File: src/rtl/game_clock_pkg.sv
// rtl/game_clock_pkg.sv - shared types and constants for the scoreboard game clock
package game_clock_pkg;

    typedef enum logic [1:0] {
        ST_IDLE    = 2'd0,
        ST_RUN     = 2'd1,
        ST_PAUSE   = 2'd2,
        ST_EXPIRED = 2'd3
    } state_t;

    localparam int DIGIT_W      = 4;
    localparam int SEC_TENS_MAX = 5;
    localparam int DIGIT_MAX    = 9;

    // A preset is usable only when it is a real MM:SS value
    function automatic logic preset_ok(input logic [15:0] p);
        return (p[15:12] <= 4'(DIGIT_MAX)) && (p[11:8] <= 4'(DIGIT_MAX)) &&
               (p[7:4] <= 4'(SEC_TENS_MAX)) && (p[3:0] <= 4'(DIGIT_MAX));
    endfunction

endpackage

File: src/rtl/bcd_down_digit.sv
// rtl/bcd_down_digit.sv - one BCD down-counting digit with borrow chaining
module bcd_down_digit
    import game_clock_pkg::*;
#(
    parameter int                 MAX     = DIGIT_MAX,
    parameter logic [DIGIT_W-1:0] RST_VAL = '0
) (
    input  logic               clk,
    input  logic               rst,
    input  logic               en,
    input  logic               load,
    input  logic [DIGIT_W-1:0] load_val,
    input  logic               borrow_in,
    output logic [DIGIT_W-1:0] q,
    output logic               borrow_out,
    output logic               is_zero
);

    assign is_zero    = (q == '0);
    assign borrow_out = borrow_in & is_zero;

    always_ff @(posedge clk or negedge rst) begin
        if (!rst) begin
            q <= RST_VAL;
        end else if (load) begin
            q <= load_val;
        end else if (en && borrow_in) begin
            q <= is_zero ? DIGIT_W'(MAX) : q - 1'b1;
        end
    end

endmodule

File: src/rtl/game_clock_ctrl.sv
// rtl/game_clock_ctrl.sv - run/pause/expire game clock with 1 s prescaler, BCD countdown and buzzer
module game_clock_ctrl
    import game_clock_pkg::*;
#(
    parameter int          CLK_FREQ       = 100_000_000,
    parameter logic [15:0] DEFAULT_PRESET = 16'h1200,
    parameter int          BUZZ_CYCLES    = 50_000_000
) (
    input  logic        clk,
    input  logic        rst,
    input  logic        start_p,
    input  logic        pause_p,
    input  logic        load_p,
    input  logic [15:0] preset_bcd,
    output logic [15:0] digits_bcd,
    output logic        running,
    output logic        expired,
    output logic        sec_tick,
    output logic        load_err,
    output logic        buzzer
);

    localparam int PW = (CLK_FREQ > 1) ? $clog2(CLK_FREQ) : 1;
    localparam int BW = $clog2(BUZZ_CYCLES + 1);

    state_t         state_q, state_d;
    logic [PW-1:0]  presc_q;
    logic [BW-1:0]  buzz_cnt_q;
    logic           sec_tick_q, load_err_q, buzzer_q;
    logic [3:0]     borrow, zero;

    logic in_run, wrap, load_ok, load_act, load_acc, dec, expire, all_zero, last_sec;

    assign in_run   = (state_q == ST_RUN);
    assign wrap     = in_run && (presc_q == PW'(CLK_FREQ - 1));
    assign load_ok  = preset_ok(preset_bcd);
    assign load_act = load_p && !in_run;
    assign load_acc = load_act && load_ok;
    assign all_zero = &zero;
    // borrow[3] means the chain would underflow, i.e. 00:00 must never be decremented
    assign dec      = wrap && !borrow[3];
    assign last_sec = zero[3] && zero[2] && zero[1] && (digits_bcd[3:0] == 4'd1);
    assign expire   = dec && last_sec;

    bcd_down_digit #(.MAX(DIGIT_MAX), .RST_VAL(DEFAULT_PRESET[3:0])) u_s_ones (
        .clk(clk), .rst(rst), .en(dec), .load(load_acc), .load_val(preset_bcd[3:0]),
        .borrow_in(1'b1), .q(digits_bcd[3:0]), .borrow_out(borrow[0]), .is_zero(zero[0]));
    bcd_down_digit #(.MAX(SEC_TENS_MAX), .RST_VAL(DEFAULT_PRESET[7:4])) u_s_tens (
        .clk(clk), .rst(rst), .en(dec), .load(load_acc), .load_val(preset_bcd[7:4]),
        .borrow_in(borrow[0]), .q(digits_bcd[7:4]), .borrow_out(borrow[1]), .is_zero(zero[1]));
    bcd_down_digit #(.MAX(DIGIT_MAX), .RST_VAL(DEFAULT_PRESET[11:8])) u_m_ones (
        .clk(clk), .rst(rst), .en(dec), .load(load_acc), .load_val(preset_bcd[11:8]),
        .borrow_in(borrow[1]), .q(digits_bcd[11:8]), .borrow_out(borrow[2]), .is_zero(zero[2]));
    bcd_down_digit #(.MAX(DIGIT_MAX), .RST_VAL(DEFAULT_PRESET[15:12])) u_m_tens (
        .clk(clk), .rst(rst), .en(dec), .load(load_acc), .load_val(preset_bcd[15:12]),
        .borrow_in(borrow[2]), .q(digits_bcd[15:12]), .borrow_out(borrow[3]), .is_zero(zero[3]));

    always_ff @(posedge clk or negedge rst) begin
        if (!rst) begin
            state_q <= ST_IDLE;
        end else begin
            state_q <= state_d;
        end
    end

    // Outside RUN a load owns the cycle even when rejected, so it masks start_p
    always_comb begin
        state_d = state_q;
        case (state_q)
            ST_RUN: begin
                if (expire)       state_d = ST_EXPIRED;
                else if (pause_p) state_d = ST_PAUSE;
            end
            ST_IDLE: begin
                if (load_act)                  state_d = ST_IDLE;
                else if (start_p && !all_zero) state_d = ST_RUN;
            end
            ST_PAUSE: begin
                if (load_acc)     state_d = ST_IDLE;
                else if (load_act) state_d = ST_PAUSE;
                else if (start_p) state_d = ST_RUN;
            end
            default: begin
                if (load_acc) state_d = ST_IDLE;
            end
        endcase
    end

    always_comb begin
        running  = (state_q == ST_RUN);
        expired  = (state_q == ST_EXPIRED);
        sec_tick = sec_tick_q;
        load_err = load_err_q;
        buzzer   = buzzer_q;
    end

    always_ff @(posedge clk or negedge rst) begin
        if (!rst) begin
            presc_q    <= '0;
            buzz_cnt_q <= '0;
            buzzer_q   <= 1'b0;
            sec_tick_q <= 1'b0;
            load_err_q <= 1'b0;
        end else begin
            sec_tick_q <= dec;
            load_err_q <= load_act && !load_ok;
            if (load_acc)    presc_q <= '0;
            else if (in_run) presc_q <= wrap ? '0 : presc_q + 1'b1;
            if (load_acc) begin
                buzz_cnt_q <= '0;
                buzzer_q   <= 1'b0;
            end else if (expire) begin
                buzz_cnt_q <= BW'(BUZZ_CYCLES - 1);
                buzzer_q   <= 1'b1;
            end else if (buzzer_q) begin
                if (buzz_cnt_q == '0) buzzer_q <= 1'b0;
                else                  buzz_cnt_q <= buzz_cnt_q - 1'b1;
            end
        end
    end

endmodule

File: config.mk
export PLATFORM = sky130hd
export DESIGN_NAME = game_clock_ctrl
export DESIGN_NICKNAME = d
export VERILOG_FILES = /design/src/rtl/game_clock_pkg.sv /design/src/rtl/bcd_down_digit.sv /design/src/rtl/game_clock_ctrl.sv
export SDC_FILE = /design/constraint.sdc
export NUM_CORES = 1
export LEC_CHECK = 0
export ABC_AREA = 1
export CELL_PAD_IN_SITES_DETAIL_PLACEMENT = 0
export CELL_PAD_IN_SITES_GLOBAL_PLACEMENT = 1
export CORE_MARGIN = 1.5
export CORE_UTILIZATION = 38
export CTS_CLUSTER_SIZE = 20
export DETAILED_ROUTE_END_ITERATION = 10
export PLACE_DENSITY = 0.76
export SLEW_MARGIN = 20
export SYNTH_ARGS = -nofsm -noshare
export SYNTH_HDL_FRONTEND = slang
export SYNTH_SLANG_ARGS = --single-unit
File: constraint.sdc
create_clock -name clk -period 1.95 [get_ports clk]
set_clock_uncertainty 0.2 [all_clocks]
set_input_delay 0.39 -clock clk [delete_from_list [all_inputs] [get_ports clk]]
set_output_delay 0.39 -clock clk [all_outputs]
set_load 0.05 [all_outputs]
==> flow_metrics.env <==
export IMPL_grt_overflow=0
export IMPL_synth_area_sq_um=5205
export IMPL_die_y_microns=120.0
export IMPL_syn_nets=809
export IMPL_synth_compound_area_share_pct=7.356
export IMPL_dp_cells=1101
export IMPL_syn_to_final_growth_pct=49.81
export IMPL_path_max_fanout=6
export IMPL_post_route_min_period_ns=1.951
export IMPL_required_ns=2.03
export IMPL_fin_ws_ns=-0.0009408
export IMPL_synth_adder_area_share_pct=0.4808
export IMPL_postPlaceCellArea_sq_um=6676
export IMPL_netlist_instances=786
export IMPL_critPathKind="reg -> reg"
export IMPL_slew_viol_final=0
export IMPL_finalInstanceArea_sq_um=7797
export IMPL_slew_headroom_pct=67.48
export IMPL_crit_start="presc_q[1]$_DFFE_PN0P_"
export IMPL_grt_max_degree=37
export IMPL_p_total_uw=7182
export IMPL_crit_end="buzz_cnt_q[14]$_DFFE_PN0P_"
export IMPL_core_area_sq_um=13300
export IMPL_synth_top_family_by_area="simple AND/OR/NAND/NOR gates"
export IMPL_grt_usage_pct=22.84
export IMPL_r2r_end="buzz_cnt_q[14]$_DFFE_PN0P_"
export IMPL_clk_latency_ns=0.34
export IMPL_fmax_mhz=512.6
export IMPL_antenna_found_initial=0
export IMPL_gp_congestion=0.9536
export IMPL_leakagePower_uw=0.004073
export IMPL_cp_end_kind="register"
export IMPL_synth_cell_type_count=36
export IMPL_path_clk_slew_ns=0.06
export IMPL_post_drt_wl_per_cell_microns=14.31
export IMPL_vias_per_cell=5.089
export IMPL_ir_worst_vdd_mv=0.7908
export IMPL_rsz0062_at_grt="true"
export IMPL_crit_arrival_ns=2.03
export IMPL_grt_pass1_wl_mm=26.23
export IMPL_r2r_start="presc_q[1]$_DFFE_PN0P_"
export IMPL_yosys_area_share_simple_pct=43.53
export IMPL_cts_sinks=74
export IMPL_startpoint_type="register"
export IMPL_cts_tree="yes"
export IMPL_synth_xor_area_share_pct=3.197
export IMPL_hp_class="in -> reg"
export IMPL_numCtsBuffers=9
export IMPL_num_rows=42
export IMPL_hold_violations=0
export IMPL_drive_gt1_share_pct=31.24
export IMPL_final_nets=990
export IMPL_violations="setup timing"
export IMPL_post_dp_hpwl_mm=11.38
export IMPL_outcome="complete, but fails checks"
export IMPL_io_pins=42
export IMPL_drcViolationCount=0
export IMPL_synthMuxAreaShare_pct=0
export IMPL_ys_warn_count=0
export IMPL_wirelength_mm=16.40
export IMPL_mostFrequentLayoutCell="nand2_1"
export IMPL_final_cells=1146
export IMPL_die_area_sq_um=14410
export IMPL_ys_seq_elements=74
export IMPL_yosysSeqAreaShare_pct=35.62
export IMPL_htree_levels=3
export IMPL_pwr_density_cell_nw_per_um2=921.1
export IMPL_clock_path_buffers=2
export IMPL_timing_final_crit_share_pct=100.0
export IMPL_worstMarginPinSlew_ns=0.4879
export IMPL_first_pass_iters=5
export IMPL_dr_total_vias=5832
export IMPL_mostFrequentLayoutCells="nand2_1 (210), buf_4 (143), nor2_1 (83), inv_1 (76), nand3_1 (69)"
export IMPL_start_util_pct=39.15
export IMPL_final_setup_viol_count=1
export IMPL_diodes=0
export IMPL_io_buffers=41
export IMPL_rrSetupSlack_ns=-0.0009
export IMPL_drtIter0Drc=369
export IMPL_syn_avg_cell_area_sq_um=6.622
export IMPL_reg2regPathDepth=11
export IMPL_grt_pass1_vias=5451
export IMPL_detail_route_antenna_nets=0
export IMPL_cts_root_buf="clkbuf_16"
export IMPL_dieWidth_microns=120.0
export IMPL_cap_violations=0
## power by group
group          internal, uW  switching (uW)
Clock                  1140             646
Combinational          1460            1990
Sequential             1780             172
## flip-flops by register name, indices dropped and copies added, names as in the netlist
name,cells
load_err,1
u_m_tens.q,4
sec_tick,1
presc_q,27
u_s_tens.q,4
u_s_ones.q,4
state_q,2
u_m_ones.q,4
buzz_cnt_q,26
buzzer,1
## what timing repair did
item,CTS,global route
setup endpoints to repair,43,67
hold buffers,1,0
pin swaps,12,26
resized for setup,22,109
hold endpoints to repair,28,0
gates cloned,2,6
buffers inserted,8,14
## through the flow
stage	util [%]	setup TNS (ns)	hold WS [ns]	setup slack [ns]
6_report	58.65	-0.0009408	0.2096	-0.0009408
5_1_grt	58.65	-2.165	0.2864	-0.1109
4_1_cts	54.38	0	0.3313	0.002669
3_5_place_dp	50.22	-25.93	0.1810	-0.4375
3_3_place_gp	50.22	-21.69	0.1812	-0.3792
2_1_floorplan	-	0	-0.1056	0.009236
## cells in the mapped netlist
cell type	number	area (sq um)
nand2_1	230	863.3
nor2_1	101	379.1
inv_1	85	319.1
nand3_1	83	415.4
dfrtp_1	72	1802
nand4_1	51	319.1
o21ai_0	38	190.2
a21oi_1	19	95.09
xor2_1	16	140.1
buf_2	15	75.07
nor2_2	9	56.30
nor3_1	9	45.04
buf_4	5	37.54
o21ai_1	5	25.02
inv_2	4	15.01
nand2_2	4	25.02
nand3_2	4	40.04
nand3b_1	4	30.03
nor2_4	4	45.04
xnor2_1	3	26.28
a31oi_1	2	12.51
buf_6	2	22.52
buf_8	2	30.03
clkbuf_1	2	7.510
dfstp_2	2	52.55
ha_1	2	25.02
o22ai_1	2	12.51
o31ai_1	2	15.01
or2_2	2	12.51
a21o_1	1	7.510
and2_1	1	6.260
clkinv_1	1	3.750
nand2_4	1	11.26
nand3_4	1	17.52
o21ai_2	1	8.760
o21ai_4	1	16.27
## kinds of logic after synthesis
family                   count (synthesis)
adder cells (fa/ha/maj)                  2
buffers and inverters                  116
AO/OA/AOI/OAI                           71
XOR/XNOR                                19
AND/OR/NAND/NOR                        504
flip-flops                              74
## critical path: stages, from the launching register on
cell and delay (ns):
dfrtp_1 0.39, ha_4 0.18, nand3_4 0.10, nor2_4 0.15, nand2_2 0.09, nor2_4 0.12
nand3_4 0.11, buf_12 0.17, clkbuf_16 0.16, nand2_2 0.05, nand3_1 0.08, nand2_1 0.07
## worst min path at each step
stage                              start                        end  slack (ns)  cells past startpoint
3_3_place_gp                         rst  buzz_cnt_q[2]$_DFFE_PN0P_        0.18                      1
3_5_place_dp                         rst  buzz_cnt_q[2]$_DFFE_PN0P_        0.18                      1
4_1_cts        buzz_cnt_q[1]$_DFFE_PN0P_  buzz_cnt_q[1]$_DFFE_PN0P_        0.33                      2
2_1_floorplan                        rst  buzz_cnt_q[0]$_DFFE_PN0P_       -0.11                      0
5_1_grt                    preset_bcd[9]  u_m_ones.q[1]$_DFFE_PN1P_        0.29                      5
6_report                   preset_bcd[6]  u_s_tens.q[2]$_DFFE_PN0P_        0.21                      5
## layout make-up
class	instances	area [sq um]
clock buffers	11	242.7
clock inverters	3	65.06
fillers	1259	5498
inverters	90	345.3
multi-input cells	596	3178
flip-flops and latches	74	1868
well taps	176	220.2
repair buffers	196	1878
## layer usage
layer / global-route usage (%) / wire [microns] / up-vias
met4: 8.408 / 340 / 0
met3: 2.994 / 581 / 25
met1: 31.54 / 7649 / 2747
met5: 0 / 0 / -
met2: 36.54 / 7824 / 134
li1: - / - / 2926
No activity file was read; power rests on OpenSTA's default activity.
